==> src/rtl/param_mux_arbiter_if.sv <==
// Bus bundle for param_mux_arbiter: per-channel valid/ready/data from the producers plus the
// registered output word towards the single consumer.
//   mode          : 0 = direct select, 1 = round-robin
//   selector_bits : channel index used in direct-select mode
//   in_valid      : per-channel data valid (producer -> block)
//   in_data       : packed channel data, channel i at [i*DATA_WIDTH +: DATA_WIDTH]
//   in_ready      : per-channel accept (block -> producer)
//   out_valid     : output register holds a word
//   out_data      : registered selected word
//   out_channel   : channel that supplied out_data
//   out_ready     : consumer accepts out_data
// Modport slave is the arbiter's view, modport master is the producer/consumer side.
interface param_mux_arbiter_if #(
  parameter int unsigned NUM_CHANNELS = 8,
  parameter int unsigned DATA_WIDTH   = 8,
  parameter int unsigned SEL_WIDTH    = $clog2(NUM_CHANNELS)
);
  logic                               mode;
  logic [SEL_WIDTH-1:0]               selector_bits;
  logic [NUM_CHANNELS-1:0]            in_valid;
  logic [NUM_CHANNELS*DATA_WIDTH-1:0] in_data;
  logic [NUM_CHANNELS-1:0]            in_ready;
  logic                               out_valid;
  logic [DATA_WIDTH-1:0]              out_data;
  logic [SEL_WIDTH-1:0]               out_channel;
  logic                               out_ready;

  modport slave (
    input  mode, selector_bits, in_valid, in_data, out_ready,
    output in_ready, out_valid, out_data, out_channel
  );

  modport master (
    output mode, selector_bits, in_valid, in_data, out_ready,
    input  in_ready, out_valid, out_data, out_channel
  );
endinterface

==> src/rtl/param_mux_arbiter.sv <==
// N-channel, W-bit registered multiplexer with per-channel valid/ready handshaking and a
// one-entry output register. Selection is either direct (selector_bits) or round-robin.
//   clk   : sole clock, rising edge
//   reset : asynchronous, active-high
//   bus   : param_mux_arbiter_if.slave (see interface file for signal list)
// A word accepted on an input appears at the output one cycle later; with out_ready held high
// the block sustains one word per cycle.
module param_mux_arbiter #(
  parameter int unsigned NUM_CHANNELS = 8,
  parameter int unsigned DATA_WIDTH   = 8,
  parameter int unsigned SEL_WIDTH    = $clog2(NUM_CHANNELS)
) (
  input logic                 clk,
  input logic                 reset,
  param_mux_arbiter_if.slave  bus
);

  logic                  out_valid_q;
  logic [DATA_WIDTH-1:0] out_data_q;
  logic [SEL_WIDTH-1:0]  out_channel_q;
  logic [SEL_WIDTH-1:0]  last_grant_q;

  logic                  load_en;
  logic                  have_grant;
  logic [SEL_WIDTH-1:0]  grant_idx;
  logic [DATA_WIDTH-1:0] grant_data;
  int unsigned           rr_idx;

  // Output register can take a new word when empty or being drained this cycle.
  assign load_en = !out_valid_q || bus.out_ready;

  always_comb begin : grant_select
    have_grant = 1'b0;
    grant_idx  = '0;
    rr_idx     = 0;
    if (!bus.mode) begin
      // Loop compare instead of direct indexing so out-of-range selectors simply never match.
      for (int unsigned i = 0; i < NUM_CHANNELS; i++) begin
        if (bus.selector_bits == SEL_WIDTH'(i) && bus.in_valid[i]) begin
          have_grant = 1'b1;
          grant_idx  = SEL_WIDTH'(i);
        end
      end
    end else begin
      // Offsets scanned from farthest to nearest so the channel right after last_grant
      // is written last and therefore wins.
      for (int unsigned k = NUM_CHANNELS; k > 0; k--) begin
        rr_idx = (32'(last_grant_q) + k) % NUM_CHANNELS;
        if (bus.in_valid[rr_idx]) begin
          have_grant = 1'b1;
          grant_idx  = SEL_WIDTH'(rr_idx);
        end
      end
    end
  end

  always_comb begin : data_select
    grant_data = '0;
    for (int unsigned i = 0; i < NUM_CHANNELS; i++) begin
      if (grant_idx == SEL_WIDTH'(i)) begin
        grant_data = bus.in_data[i*DATA_WIDTH +: DATA_WIDTH];
      end
    end
  end

  always_comb begin : ready_gen
    bus.in_ready = '0;
    for (int unsigned i = 0; i < NUM_CHANNELS; i++) begin
      bus.in_ready[i] = have_grant && load_en && (grant_idx == SEL_WIDTH'(i));
    end
  end

  always_ff @(posedge clk or posedge reset) begin
    if (reset) begin
      out_valid_q   <= 1'b0;
      out_data_q    <= '0;
      out_channel_q <= '0;
      // Start one below channel 0 so the first round-robin search begins at channel 0.
      last_grant_q  <= SEL_WIDTH'(NUM_CHANNELS - 1);
    end else if (load_en) begin
      if (have_grant) begin
        out_valid_q   <= 1'b1;
        out_data_q    <= grant_data;
        out_channel_q <= grant_idx;
        if (bus.mode) begin
          last_grant_q <= grant_idx;
        end
      end else begin
        // Nothing to load: drop valid, keep the last word visible on the data lines.
        out_valid_q <= 1'b0;
      end
    end
  end

  assign bus.out_valid   = out_valid_q;
  assign bus.out_data    = out_data_q;
  assign bus.out_channel = out_channel_q;

endmodule

==> src/flat_wrapper.sv <==
// flat-port wrapper written by rule: the top's interface ports become plain ports
module param_mux_arbiter_flat 
#(
  parameter int unsigned NUM_CHANNELS = 8,
  parameter int unsigned DATA_WIDTH   = 8,
  parameter int unsigned SEL_WIDTH    = $clog2(NUM_CHANNELS)
)
  (clk, reset, bus_mode, bus_selector_bits, bus_in_valid, bus_in_data, bus_out_ready, bus_in_ready, bus_out_valid, bus_out_data, bus_out_channel);
  param_mux_arbiter_if #(.NUM_CHANNELS(NUM_CHANNELS), .DATA_WIDTH(DATA_WIDTH), .SEL_WIDTH(SEL_WIDTH)) bus_i ();
  input logic clk;
  input logic reset;
  input wire logic [$bits(bus_i.mode)-1:0] bus_mode;
  input wire logic [$bits(bus_i.selector_bits)-1:0] bus_selector_bits;
  input wire logic [$bits(bus_i.in_valid)-1:0] bus_in_valid;
  input wire logic [$bits(bus_i.in_data)-1:0] bus_in_data;
  input wire logic [$bits(bus_i.out_ready)-1:0] bus_out_ready;
  output wire logic [$bits(bus_i.in_ready)-1:0] bus_in_ready;
  output wire logic [$bits(bus_i.out_valid)-1:0] bus_out_valid;
  output wire logic [$bits(bus_i.out_data)-1:0] bus_out_data;
  output wire logic [$bits(bus_i.out_channel)-1:0] bus_out_channel;
  assign bus_i.mode = bus_mode;
  assign bus_i.selector_bits = bus_selector_bits;
  assign bus_i.in_valid = bus_in_valid;
  assign bus_i.in_data = bus_in_data;
  assign bus_i.out_ready = bus_out_ready;
  assign bus_in_ready = bus_i.in_ready;
  assign bus_out_valid = bus_i.out_valid;
  assign bus_out_data = bus_i.out_data;
  assign bus_out_channel = bus_i.out_channel;
  param_mux_arbiter #(.NUM_CHANNELS(NUM_CHANNELS), .DATA_WIDTH(DATA_WIDTH), .SEL_WIDTH(SEL_WIDTH)) u_core (.clk(clk), .reset(reset), .bus(bus_i));
endmodule
==> config.mk <==
export PLATFORM = sky130hd
export DESIGN_NAME = param_mux_arbiter_flat
export DESIGN_NICKNAME = d
export VERILOG_FILES = /design/src/rtl/param_mux_arbiter_if.sv /design/src/rtl/param_mux_arbiter.sv /design/src/flat_wrapper.sv
export SDC_FILE = /design/constraint.sdc
export NUM_CORES = 1
export LEC_CHECK = 0
export ABC_CLOCK_PERIOD_IN_PS = 5770
export BUFFER_PORTS_ARGS = -buffer_cell sky130_fd_sc_hd__buf_2
export CORE_ASPECT_RATIO = 1.25
export CORE_MARGIN = 4
export CORE_UTILIZATION = 48
export DETAILED_ROUTE_END_ITERATION = 16
export HOLD_SLACK_MARGIN = 0.02
export MAX_ROUTING_LAYER = met4
export PLACE_DENSITY_LB_ADDON = 0.05
export SLEW_MARGIN = 20
export SYNTH_ARGS = -nofsm -noshare
export SYNTH_HDL_FRONTEND = slang
export SYNTH_SLANG_ARGS = --single-unit
==> constraint.sdc <==
create_clock -name clk -period 5.77 [get_ports clk]
set_clock_uncertainty 0.05 [all_clocks]
set_input_delay 1.154 -clock clk [delete_from_list [all_inputs] [get_ports clk]]
set_output_delay 1.154 -clock clk [all_outputs]
set_load 0.02 [all_outputs]
==> results.py <==
metrics = {
    "outcome": {
        "status": "completed",
    },
    "worst_setup_path": {
        "crit_required_ns": 4.57,
        "crit_chain": "inv_1, ha_1, mux4_1, mux2i_2, nor2_1, and4bb_1, o311ai_1, a31oi_4, buf_4, nor2_1, buf_2",
        "critical_path.max_fanout": 20,
        "crit_path_end": "bus_in_ready[0]",
        "ff2ff_path_depth": 12,
        "crit_buf_inv": 3,
        "cp-end-kind": "primary output",
        "crit_path_start_kind": "register",
        "critical_path_class": "reg2out",
        "r2r_end": "u_core.bus.out_data[0]$_DFFE_PP0P_",
        "cpMaxStageDelayCell": "dfstp_2",
        "crit_top_cell": "nor2_1",
        "setup.worst_path.start": "u_core.last_grant_q[1]$_DFFE_PP1P_",
        "cp.depth": 11,
        "slowest_delay_ns": 0.79,
        "arrival_ns": 4.26,
        "cp_top_family": "multiplexers",
        "reg2reg_slack_ns": 1.09,
        "rr_startpoint": "u_core.last_grant_q[1]$_DFFE_PP1P_",
    },
    "clock_tree": {
        "numCtsBuffers": 3,
        "post_cts_resized": 0,
        "root_buffer": "clkbuf_8",
        "clock-sinks": 15,
        "h-tree-depth": 1,
        "post_cts_buffers": 0,
        "cts_tree": "done",
        "cts_hold_buf": 0,
        "path_clk_slew_ns": 0.06,
        "clock_latency_ns": 0.25,
        "clock_path_buffers": 2,
    },
    "pwr": {
        "ir_worst_vdd_mv": 0.332,
        "power.density_nw_per_um2": 591,
        "p_leak_nw": 1.38,
    },
    "place": {
        "dpl.hpwl_um": 5460,
        "io_buffers": 98,
        "place.gp.congestion": 0.931,
    },
    "timing": {
        "drv_slew": 0,
        "slew_headroom_pct": 61.2,
        "finalSetupViolCount": 0,
        "fmax_ghz": 0.183,
        "tightest_slew_ns": 0.581,
        "rsz0062_at_grt": "false",
        "finalSetupTns_ns": 0,
        "fin_crit_ns": 5.46,
        "hold_viol_final": 0,
        "fin_crit_sh_pct": 94.7,
    },
    "logic_synthesis": {
        "synthTopCellsByArea": "mux2i_1 14%, dfrtp_1 14%, mux4_2 8.3%",
        "ys_async_sr_fraction_pct": 100,
        "synth_cell_types": 58,
        "yosysSeqAreaShare_pct": 17.4,
        "synth_cells": 245,
        "yosysTopAreaCellShare_pct": 14.2,
        "syn-cell-area_um2": 2180,
        "synth_top_flop_cell": "dfrtp_1",
        "synth_nets": 326,
        "syn_area_per_cell_um2": 8.91,
        "synth_edf_count": 0,
        "yosys.area.top_type": "mux2i_1",
        "synth-warning-count": 0,
        "ys_ff_latch": 15,
    },
    "global_routing": {
        "antenna_found_initial": 0,
        "grtUsageTotal_pct": 25.3,
        "grt_overflow_total": 0,
        "grt_pass1_vias": 2374,
        "grt_pass1_wl_um": 11100,
        "grt_max_degree": 21,
    },
    "floorplan": {
        "pin_count": 99,
        "dieArea_um2": 5700,
        "die_x_um": 68.3,
        "core_area_um2": 4390,
        "dieHeight_um": 83.4,
        "core.rowCount": 27,
        "start_util_pct": 49.7,
    },
    "detailed_routing": {
        "first_pass_iters": 4,
        "vias_per_cell": 5.96,
        "drt_wl_total_um": 6800,
        "ant_nets": 0,
        "vias": 2330,
        "drt_iter0_markers": 143,
        "wl_per_cell_um": 17.4,
        "drc_errors": 0,
    },
    "final_layout": {
        "post-route-util_pct": 61.7,
        "area_growth_syn_to_layout_pct": 24.0,
        "layout-drive-gt1-share_pct": 39.3,
        "antenna_cells": 0,
        "num-nets-final": 415,
        "fill_cells": 418,
    },
    "worst_hold_path": {
        "hp-class": "reg2reg",
    },
    "run": {
        "cap_viol_max_count": 0,
    },
}
cells in the mapped netlist, types with 3 or more instances:
master and instances:
mux2_2 6, mux4_1 4, mux4_2 8, buf_2 6, inv_1 16, mux2i_1 31, nand2_1 25, o221ai_1 8
nand2b_1 7, a211oi_1 3, a211o_1 8, nor2b_1 3, dfstp_2 3, dfrtp_1 12, o22ai_1 8, a21oi_1 7
clkbuf_1 4, nor2_1 19, buf_6 3, xnor2_1 3, nand3_1 6, a21o_1 3, o21ai_0 6
flip-flops by register name (all words and copies together), names as in the netlist:
register / count
u_core.bus.out_channel: 3
u_core.bus.out_valid: 1
u_core.last_grant_q: 3
u_core.bus.out_data: 8
cells in the final DEF (no fill, tap or decap), types with 3 or more instances in the layout:
master and count:
buf_2 98, mux2i_1 31, nand2_1 25, nor2_1 19
inv_1 16, dfrtp_1 12, mux4_2 8, a211o_1 8
o22ai_1 8, o221ai_1 8, nand2b_1 7, a21oi_1 7
mux2_2 6, o21ai_0 6, nand3_1 6, mux4_1 4
xnor2_1 3, nor2b_1 3, a21o_1 3, a211oi_1 3
clkbuf_8 3, dfstp_2 3
how the worst min path moves through the flow:
stage / slack (ns) / from / end / depth (start not counted)
after detailed placement: 0.42 / u_core.bus.out_channel[1]$_DFFE_PP0P_ / u_core.bus.out_channel[1]$_DFFE_PP0P_ / 2
final: 0.43 / u_core.bus.out_channel[1]$_DFFE_PP0P_ / u_core.bus.out_channel[1]$_DFFE_PP0P_ / 2
after global routing: 0.49 / u_core.bus.out_channel[2]$_DFFE_PP0P_ / u_core.bus.out_channel[2]$_DFFE_PP0P_ / 1
after global placement: 0.42 / u_core.bus.out_channel[1]$_DFFE_PP0P_ / u_core.bus.out_channel[1]$_DFFE_PP0P_ / 2
after CTS: 0.43 / u_core.bus.out_channel[1]$_DFFE_PP0P_ / u_core.bus.out_channel[1]$_DFFE_PP0P_ / 2
after floorplan: 0.54 / u_core.bus.out_channel[1]$_DFFE_PP0P_ / u_core.bus.out_channel[1]$_DFFE_PP0P_ / 2
cell type report:
type	count	area (µm²)	area share, %
multi-input cells	196	1640	60.5
repair buffers	100	505	18.7
flip-flops and latches	15	379	14.0
well taps	58	72.6	2.68
inverters	18	67.6	2.50
clock buffers	4	45.0	1.66
layer usage:
metal,up-vias,wire length (µm),GRT usage [%]
met5,-,0,-
met4,0,141,7.41
met3,10,327,2.84
met2,92,3570,43.2
met1,1114,2760,30.4
li1,1114,-,-
logic make-up (layout without fill, tap and decap cells):
logic type,count (synthesis),in the layout,synth area share (%)
and+or+nand+nor,71,71,15.6
muxes,51,51,31.7
xor gates and xnor gates,5,5,2.69
DFF,15,15,17.4
buffers and inverters,34,122,8.31
adders and majority gates,2,2,1.15
AOI/OAI and AO/OA,67,67,23.2
through the flow:
stage / power, W / hold WS [ns] / std cells / setup slack [ns] / instance area (µm²)
6_report: 0.00160 / 0.435 / 391 / 0.305 / 2710
5_1_grt: 0.00172 / 0.488 / 391 / 0.00702 / 2710
4_1_cts: 0.00159 / 0.432 / 391 / 0.339 / 2710
3_5_place_dp: 0.00149 / 0.417 / 387 / 0.617 / 2660
3_3_place_gp: 0.00150 / 0.416 / 387 / 0.651 / 2660
2_1_floorplan: 0.00125 / 0.540 / 245 / 0.869 / 2180
tightest hold or removal path, stage by stage, from the launching register on:
cell     delay (ns)
dfrtp_1        0.34
nand2_1        0.05
nand2_1        0.06
where the power goes:
part	internal (W)	total [W]	switching (W)
Sequential	0.000165	0.000247	0.0000823
Clock	0.0000489	0.0000858	0.0000369
Combinational	0.000560	0.00127	0.000707
No activity file was read; power rests on OpenSTA's default activity.
